===== config.mk =====
export PLATFORM = sky130hd
export DESIGN_NAME = my_irq_ctrl
export DESIGN_NICKNAME = d
export VERILOG_FILES = /design/src/rtl/my_irq_ctrl.sv
export SDC_FILE = /design/constraint.sdc
export NUM_CORES = 1
export LEC_CHECK = 0
export ABC_AREA = 1
export ABC_CLOCK_PERIOD_IN_PS = 3840
export BUFFER_PORTS_ARGS = -buffer_cell sky130_fd_sc_hd__buf_2
export CAP_MARGIN = 5
export CORE_ASPECT_RATIO = 0.6
export CORE_MARGIN = 2
export CORE_UTILIZATION = 51
export CTS_BUF_LIST = sky130_fd_sc_hd__clkbuf_16
export DETAILED_ROUTE_END_ITERATION = 10
export PLACE_DENSITY = 0.92
export SLEW_MARGIN = 5
export SYNTH_ARGS = -nofsm -noshare
export SYNTH_HDL_FRONTEND = slang
export SYNTH_SLANG_ARGS = --single-unit

===== constraint.sdc =====
create_clock -name clk_i -period 3.84 [get_ports clk_i]
set_clock_uncertainty 0.05 [all_clocks]
set_input_delay 0.384 -clock clk_i [delete_from_list [all_inputs] [get_ports clk_i]]
set_output_delay 0.384 -clock clk_i [all_outputs]
set_load 0.01 [all_outputs]

===== src/rtl/my_irq_ctrl.sv =====
// -----------------------------------------------------------------------------
// my_irq_ctrl
// Machine-mode interrupt controller sitting in front of the privilege/CSR unit.
// Synchronises the external interrupt lines, forms per-source pending state,
// picks the lowest-index eligible source, handshakes with the pipeline for an
// instruction boundary and tracks the single in-service interrupt until mret.
//
// Optional feature macro: MY_IRQ_EDGE_EN
//   defined   -> edge-triggered pending bits (set on a rising edge of the
//                synchronised line, cleared when that source is taken)
//   undefined -> level-sensitive pending (pending mirrors the synchronised lines)
//
// Parameters:
//   NUM_IRQ      number of external sources (1..32), source k reports id k
//   SYNC_STAGES  synchroniser depth per line (2..4)
//
// Ports:
//   clk_i          clock, all state on the rising edge
//   rst_i          asynchronous active-high reset
//   irq_lines_i    raw asynchronous interrupt lines
//   irq_enable_i   per-source enable mask
//   mstatus_mie_i  global machine interrupt enable
//   irq_req_o      request to the pipeline to redirect to the trap vector
//   irq_ack_i      pipeline accepts the request at an instruction boundary
//   irq_taken_o    one-cycle strobe to the privilege unit (ack cycle)
//   irq_o          interrupt flag for mcause, identical to irq_taken_o
//   irq_id_o       id of the requested / in-service source
//   mret_i         decoded mret retiring
//   irq_done_o     one-cycle strobe restoring mstatus (mret cycle in service)
//   irq_busy_o     an interrupt is in service
//   pending_o      current pending vector
// -----------------------------------------------------------------------------
module my_irq_ctrl #(
    parameter int NUM_IRQ     = 16,
    parameter int SYNC_STAGES = 2
) (
    input  logic               clk_i,
    input  logic               rst_i,
    input  logic [NUM_IRQ-1:0] irq_lines_i,
    input  logic [NUM_IRQ-1:0] irq_enable_i,
    input  logic               mstatus_mie_i,
    output logic               irq_req_o,
    input  logic               irq_ack_i,
    output logic               irq_taken_o,
    output logic               irq_o,
    output logic [4:0]         irq_id_o,
    input  logic               mret_i,
    output logic               irq_done_o,
    output logic               irq_busy_o,
    output logic [NUM_IRQ-1:0] pending_o
);

    typedef enum logic [1:0] {
        ST_IDLE    = 2'd0,
        ST_REQ     = 2'd1,
        ST_SERVICE = 2'd2
    } state_t;

    // ------------------------------------------------------------------
    // Synchroniser chain
    // ------------------------------------------------------------------
    logic [NUM_IRQ-1:0] sync_q [SYNC_STAGES];
    logic [NUM_IRQ-1:0] sync_d [SYNC_STAGES];
    logic [NUM_IRQ-1:0] sync_s;
    logic [NUM_IRQ-1:0] pending_s;

    // Next value of every synchroniser stage: shift the raw lines in.
    always_comb begin
        sync_d[0] = irq_lines_i;
        for (int s = 1; s < SYNC_STAGES; s++) begin
            sync_d[s] = sync_q[s-1];
        end
    end

    // Synchroniser flops.
    always_ff @(posedge clk_i or posedge rst_i) begin
        if (rst_i) begin
            for (int s = 0; s < SYNC_STAGES; s++) begin
                sync_q[s] <= {NUM_IRQ{1'b0}};
            end
        end else begin
            for (int s = 0; s < SYNC_STAGES; s++) begin
                sync_q[s] <= sync_d[s];
            end
        end
    end

    assign sync_s = sync_q[SYNC_STAGES-1];

    // ------------------------------------------------------------------
    // FSM registers (declared early: the edge-mode clear uses irq_id_o)
    // ------------------------------------------------------------------
    state_t     state_q, state_d;
    logic [4:0] id_q, id_d;
    logic       req_q, req_d;
    logic       busy_q, busy_d;

`ifdef MY_IRQ_EDGE_EN
    // ------------------------------------------------------------------
    // Edge-triggered pending state
    // ------------------------------------------------------------------
    logic [NUM_IRQ-1:0] sync_prev_q, sync_prev_d;
    logic [NUM_IRQ-1:0] pend_q, pend_d;
    logic [NUM_IRQ-1:0] clr_s;

    // Clear the taken source in the ack cycle; a simultaneous new edge wins.
    always_comb begin
        clr_s = {NUM_IRQ{1'b0}};
        for (int k = 0; k < NUM_IRQ; k++) begin
            if (irq_taken_o && (id_q == 5'(k))) begin
                clr_s[k] = 1'b1;
            end else begin
                clr_s[k] = 1'b0;
            end
        end
        sync_prev_d = sync_s;
        pend_d      = (pend_q & ~clr_s) | (sync_s & ~sync_prev_q);
    end

    // Pending and previous-sync flops.
    always_ff @(posedge clk_i or posedge rst_i) begin
        if (rst_i) begin
            sync_prev_q <= {NUM_IRQ{1'b0}};
            pend_q      <= {NUM_IRQ{1'b0}};
        end else begin
            sync_prev_q <= sync_prev_d;
            pend_q      <= pend_d;
        end
    end

    assign pending_s = pend_q;
`else
    // Level-sensitive: pending simply follows the synchronised lines.
    assign pending_s = sync_s;
`endif

    // ------------------------------------------------------------------
    // Eligibility and fixed-priority arbitration
    // ------------------------------------------------------------------
    logic [NUM_IRQ-1:0] elig_s;
    logic [4:0]         win_s;
    logic               any_s;
    logic [31:0]        pend_ext_s;
    logic [31:0]        en_ext_s;
    logic               cur_ok_s;

    // Scan from the top so the lowest set index is the last one written.
    always_comb begin
        if (mstatus_mie_i) begin
            elig_s = pending_s & irq_enable_i;
        end else begin
            elig_s = {NUM_IRQ{1'b0}};
        end
        win_s = 5'd0;
        for (int k = NUM_IRQ - 1; k >= 0; k--) begin
            if (elig_s[k]) begin
                win_s = 5'(k);
            end else begin
                win_s = win_s;
            end
        end
        any_s = |elig_s;
    end

    // Zero-extend to 32 bits so the 5-bit latched id can index safely.
    always_comb begin
        pend_ext_s = 32'd0;
        en_ext_s   = 32'd0;
        for (int k = 0; k < NUM_IRQ; k++) begin
            pend_ext_s[k] = pending_s[k];
            en_ext_s[k]   = irq_enable_i[k];
        end
        cur_ok_s = pend_ext_s[id_q] & en_ext_s[id_q];
    end

    // ------------------------------------------------------------------
    // Control FSM
    // ------------------------------------------------------------------
    // Next-state logic; the ack takes precedence over every withdraw reason.
    always_comb begin
        state_d = state_q;
        id_d    = id_q;
        case (state_q)
            ST_IDLE: begin
                if (mstatus_mie_i && any_s) begin
                    state_d = ST_REQ;
                    id_d    = win_s;
                end else begin
                    state_d = ST_IDLE;
                end
            end
            ST_REQ: begin
                if (irq_ack_i) begin
                    state_d = ST_SERVICE;
                end else if (!mstatus_mie_i || !cur_ok_s) begin
                    state_d = ST_IDLE;
                end else begin
                    state_d = ST_REQ;
                end
            end
            ST_SERVICE: begin
                if (mret_i) begin
                    state_d = ST_IDLE;
                end else begin
                    state_d = ST_SERVICE;
                end
            end
            default: begin
                state_d = ST_IDLE;
            end
        endcase
        req_d  = (state_d == ST_REQ);
        busy_d = (state_d == ST_SERVICE);
    end

    // State and registered status outputs.
    always_ff @(posedge clk_i or posedge rst_i) begin
        if (rst_i) begin
            state_q <= ST_IDLE;
            id_q    <= 5'd0;
            req_q   <= 1'b0;
            busy_q  <= 1'b0;
        end else begin
            state_q <= state_d;
            id_q    <= id_d;
            req_q   <= req_d;
            busy_q  <= busy_d;
        end
    end

    // Strobes are combinational so the privilege unit captures on the same edge.
    assign irq_taken_o = req_q & irq_ack_i;
    assign irq_o       = irq_taken_o;
    assign irq_done_o  = busy_q & mret_i;
    assign irq_req_o   = req_q;
    assign irq_busy_o  = busy_q;
    assign irq_id_o    = id_q;
    assign pending_o   = pending_s;

endmodule


==> results of run 1 <==
-- worst max-delay path by stage --
stage	slack, ns	endpoint	depth (start not counted)
6_report	2.13	irq_req_o$_DFF_PP0_	7
5_1_grt	1.96	irq_req_o$_DFF_PP0_	7
4_1_cts	2.13	irq_req_o$_DFF_PP0_	7
3_5_place_dp	2.11	irq_id_o[2]$_DFFE_PP0P_	11
3_3_place_gp	2.15	irq_id_o[2]$_DFFE_PP0P_	11
2_1_floorplan	2.45	irq_req_o$_DFF_PP0_	8
-- sequential cells by signal, summed over array words and instances, names as in the netlist --
signal,flops
sync_d,16
irq_busy_o,1
state_q,2
irq_id_o,4
irq_req_o,1
pending_o,16
-- critical path, stage by stage, from the launching register on --
cell and delay, ns:
dfrtp_1 0.57, inv_1 0.24, o21ai_0 0.25, o221ai_1 0.18, nand3_1 0.10, nand2_1 0.06, nand4_1 0.09, nand2_1 0.06
-- routing by layer --
layer	vias up	part of all wire [%]
li1	661	-
met1	608	47
met2	61	43
met3	4	9.1
met4	0	0.85
met5	-	0
-- Yosys cell counts, drive strengths merged --
cell	count	area [um2]
a21oi	5	25.02
a22oi	1	7.510
a31oi	1	6.260
buf	4	31.27
conb	1	3.750
dfrtp	40	1001
inv	17	66.32
nand2	42	167.7
nand3	26	160.2
nand4	2	18.77
nor2	10	40.04
nor3	2	21.27
o21ai	6	33.78
o221ai	1	8.760
o22ai	1	12.51
o311ai	1	8.760
o31ai	3	22.52
-- cells in the final DEF (no fill, tap or decap), types with 2 or more instances in the layout --
cell type	n
buf_2	61
o31ai_1	3
inv_2	2
a21oi_1	5
nor2_1	9
nand3_1	20
nand3_2	6
nand2_1	40
inv_1	14
o21ai_0	4
dfrtp_1	40
clkbuf_16	5
-- through the flow --
step / instance area (um2) / std cells
6_report: 2137 / 271
5_1_grt: 2137 / 271
4_1_cts: 2137 / 271
3_5_place_dp: 1969 / 263
3_3_place_gp: 1969 / 263
2_1_floorplan: 1635 / 163
-- power by group through the flow --
stage                     clock, uW  sequential, uW  combinational, uW
final                           459             531                285
after global routing            482             539                321
after CTS                       464             529                286
after detailed placement          0             536                283
after global placement            0             532                275
after floorplan                   0             530                178
-- cell type report --
class | count | area [um2]
clock buffers | 5 | 125.1
clock inverters | 3 | 42.54
fillers | 225 | 828.3
inverters | 17 | 66.31
multi-input cells | 102 | 536.8
flip-flops and latches | 40 | 1001
well taps | 42 | 52.55
repair buffers | 62 | 312.8
-- cells by family (layout without fill, tap and decap cells) --
kind of cell	count (synthesis)	after routing	share of synthesized area, %
AO/OA/AOI/OAI	19	19	7.651
buffers and inverters	21	87	5.968
flip-flops	40	40	61.21
other	1	1	0.2293
AND/OR/NAND/NOR	82	82	24.94
==> flow_summary.yaml, run 1 <==
outcome:
  status: "complete, no violations"
clock_network:
  cts_tree: "built"
  htreeDepth: 2
  cts_buffer_depth: 2
  clock_latency_ns: 0.28
  root_buffer: "clkbuf_16"
  clk_pin_slew_ns: 0.06
  postCtsResizedCells: 0
  cts_made_buffers: 5
  post_cts_buffers: 0
  numClockSinks: 40
  cts-hold-fix-buffers: 0
hold_path:
  hold_path.class: "in2async"
placement:
  globalplace.congestion: 0.8607
  hpwl_um: 2612
  place_ws_ns: 2.114
  port_buffers: 61
setup_path:
  reg2regPathDepth: 7
  cp-end-kind: "flip-flop"
  r2r_start: "irq_id_o[1]$_DFFE_PP0P_"
  worst-r2r-setup-slack_ns: 2.13
  critPathKind: "reg2reg"
  start_kind: "flip-flop"
  required_ns: 3.96
  rr_endpoint: "irq_req_o$_DFF_PP0_"
  cp_max_fo: 11
  crit_start: "irq_id_o[1]$_DFFE_PP0P_"
  arrival_ns: 1.82
pwr:
  p_comb_share_pct: 22.4
  power_density_nw_per_um2: 596.5
  power.total_uw: 1275
  p_int_uw: 889.6
  power_switching_share_pct: 30.21
  clockPowerShare_pct: 36.0
  peakVddDrop_v: 0.0003561
  leakagePower_uw: 0.001159
  p_sw_uw: 385.1
  p_seq_share_pct: 41.6
global_routing:
  grt_use_total_pct: 20.80
  met2_usage_pct: 31.40
  grt-busiest-layer: "met2"
  antenna_found_initial: 0
  met1_usage_pct: 28.33
  grt_use_met3_pct: 7.925
  grt_max_degree: 41
  grt_pass1_vias: 1201
  grt_first_pass_wirelength_um: 5526
  grt-ovfl-total: 0
cells_and_area:
  antenna_cells: 0
  nets: 265
  syn2layout_area_growth_pct: 30.68
  final_util_pct: 72.07
  layout-drive-gt1-share_pct: 37.12
sta:
  fin_setup_tns_ns: 0
  max_freq_ghz: 0.5862
  hold_viol: 0
  rsz0062_at_grt: "no"
  setup_slack_ns: 2.134
  fin_hold_ws_ns: 0.1528
  layout_min_cycle_time_ns: 1.706
  finalCritPeriodShare_pct: 44.42
  finalSetupViolCount: 0
  drv_slew: 0
floorplanning:
  core_area_um2: 2965
  num_io_pins: 63
  die_w_um: 77.11
  dieArea_um2: 3690
  rows: 15
  die_y_um: 47.86
  start_util_pct: 55.15
drt:
  drt_wl_total_um: 3421
  wl_per_cell_um: 12.62
  drt_iter0_drc: 73
  ant_nets: 0
  drt-pass1-iter-count: 4
  drc: 0
  via_per_inst: 4.923
  routed-via-count: 1334
yosys:
  synth.distinct_cells: 29
  ys_seq_area_share_pct: 61.21
  netlist_area_um2: 1635
  synth_fp_nets: 200
  syn-instance-count: 163
  yosys_warnings: 0
  synth-seq-cells: 40
  syn_avg_cell_area_um2: 10.03
job:
  maxCapViolations: 0
Power figures use the tool's default switching activity.
==> run 2, diff against run 1 <==
Settings changed: ABC_CLOCK_PERIOD_IN_PS 3840 to 1600, CORE_UTILIZATION 51 to 48, PLACE_DENSITY 0.92 to 0.88.
Clock period 3.84 ns to 1.6 ns, I/O delays scaled along.
==> run 2 against run 1 <==
Effect of this change:
- routed wire length grew 7.0%
- clock-buffer cell count is the same
- clock power grew 110%
- setup slack lost 2.0 ns
- non-clock buffer count grew 20
- critical path type unchanged
- largest cell class unchanged
- largest power group unchanged
==> flow_summary.yaml, run 2 (synthesis results as in run 1) <==
global_routing:
  antenna_found_initial: 0
  grt-busiest-layer: "met2"
  met1_usage_pct: 30.01
  met2_usage_pct: 30.23
  grt_pass1_vias: 1363
  grt_first_pass_wirelength_um: 6078
  grt_use_met3_pct: 7.593
  grt-ovfl-total: 0
  grt_use_total_pct: 21.02
  grt_max_degree: 41
floorplanning:
  num_io_pins: 63
  die_w_um: 79.36
  start_util_pct: 50.12
  die_y_um: 49.21
  rows: 16
  core_area_um2: 3263
  dieArea_um2: 3905
cells_and_area:
  final_util_pct: 70.94
  antenna_cells: 0
  syn2layout_area_growth_pct: 41.55
  fillCellCount: 248
  layout_common_cells: "buf_2, dfrtp_1, nand2_1"
  nets: 285
  final_common_cell: "buf_2"
  layout-drive-gt1-share_pct: 36.14
setup_path:
  reg2regPathDepth: 8
  critPathKind: "reg2reg"
  start_kind: "flip-flop"
  cp_max_fo: 6
  critPathTopFamily: "simple AND/OR/NAND/NOR gates"
  worst_path_largest_cell_delay_ns: 0.40
  worstSetupPathDepth: 8
  crit_buf_inv: 1
  crit_slowest_cell: "dfrtp_1"
  cp-end-kind: "flip-flop"
  crit_chain: "nand3_1 > nand2_1 > nor2_1 > nand4_2 > nand2_4 > inv_4 > nand3_1 > o21ai_1"
  arrival_ns: 1.62
  crit_top_cell: "nand3_1"
  required_ns: 1.71
clock_network:
  cts_tree: "built"
  clk_pin_slew_ns: 0.06
  clock_latency_ns: 0.28
  numClockSinks: 40
  cts_made_buffers: 5
  htreeDepth: 2
  post_cts_buffers: 0
  cts_buffer_depth: 2
  root_buffer: "clkbuf_16"
drt:
  drt_wl_total_um: 3661
  drt_iter0_drc: 58
  drc: 0
  ant_nets: 0
  drt-pass1-iter-count: 4
  via_per_inst: 4.793
  routed-via-count: 1409
  wl_per_cell_um: 12.45
sta:
  fin_setup_tns_ns: 0
  hold_viol: 0
  layout_min_cycle_time_ns: 1.505
  rsz0062_at_grt: "no"
  drv_slew: 0
  max_freq_ghz: 0.6645
  finalCritPeriodShare_pct: 94.06
  fin_hold_ws_ns: 0.05563
  finalSetupViolCount: 0
pwr:
  power.total_uw: 2963
  power_density_nw_per_um2: 1280
  leakagePower_uw: 0.001228
  peakVddDrop_v: 0.0008089
job:
  maxCapViolations: 0
hold_path:
  hold_depth: 2
  hold_path.class: "in2reg"
placement:
  hpwl_um: 2673
  port_buffers: 61
  globalplace.congestion: 0.9861
outcome:
  status: "complete, no violations"
[run 2: repair_timing]
action	CTS	global route
resized for setup	0	2
endpoints found under the hold margin	56	0
endpoints found under the setup margin	0	1
hold buffers	17	0
[run 2: power by group]
| part | switching [uW] | leakage, uW | internal [uW] | total (uW) |
|---|---|---|---|---|
| clock network | 374 | 0.0000635 | 570 | 944 |
| logic | 449 | 0.000690 | 343 | 792 |
| registers | 92.6 | 0.000475 | 1130 | 1230 |
| total | 916 | 0.00123 | 2050 | 2960 |
[run 2: layout make-up]
| cell class | count | area (um2) | share of cell area (%) |
|---|---|---|---|
| clock buffers | 5 | 125.1 | 5.405 |
| inverters | 17 | 66.31 | 2.865 |
| well taps | 45 | 56.30 | 2.432 |
| clock inverters | 3 | 18.77 | 0.8108 |
| flip-flops and latches | 40 | 1001 | 43.24 |
| multi-input cells | 102 | 541.8 | 23.41 |
| repair buffers | 82 | 505.5 | 21.84 |
[run 2: stage by stage]
| step | worst slack (ns) | area (um2) | instances |
|---|---|---|---|
| 6_report | 0.09500 | 2315 | 294 |
| 2_1_floorplan | 0.2104 | 1635 | 163 |
| 5_1_grt | 0.006801 | 2315 | 294 |
| 4_1_cts | 0.1181 | 2310 | 294 |
| 3_3_place_gp | 0.09954 | 1996 | 269 |
| 3_5_place_dp | 0.06485 | 1996 | 269 |
[run 2: per-layer routing]
layer | vias to the layer above | share of wire, %
met5 | - | 0
met4 | 0 | 0.57
met3 | 3 | 10
met2 | 63 | 44
met1 | 636 | 46
li1 | 707 | -
[run 2: worst paths after layout]
check | start | endpoint | slack [ns]
worst max-delay path | pending_o[6]$_DFF_PP0_ | irq_id_o[2]$_DFFE_PP0P_ | 0.09
worst min-delay path | mret_i | irq_busy_o$_DFF_PP0_ | 0.06
worst max register to register | pending_o[6]$_DFF_PP0_ | irq_id_o[2]$_DFFE_PP0P_ | 0.09
worst min register to register | sync_d[0]$_DFF_PP0_ | pending_o[0]$_DFF_PP0_ | 0.30
max in group asynchronous | rst_i | irq_busy_o$_DFF_PP0_ | 0.62
min in group asynchronous | rst_i | sync_d[4]$_DFF_PP0_ | 0.55
[run 2: worst reg2reg max path, delay by kind of cell, from the launching register on]
kind	cells	cell delay [ns]
DFF	1	0.40
AOI/OAI and AO/OA	1	0.06
and+or+nand+nor	6	0.82
buffers and inverters	1	0.05
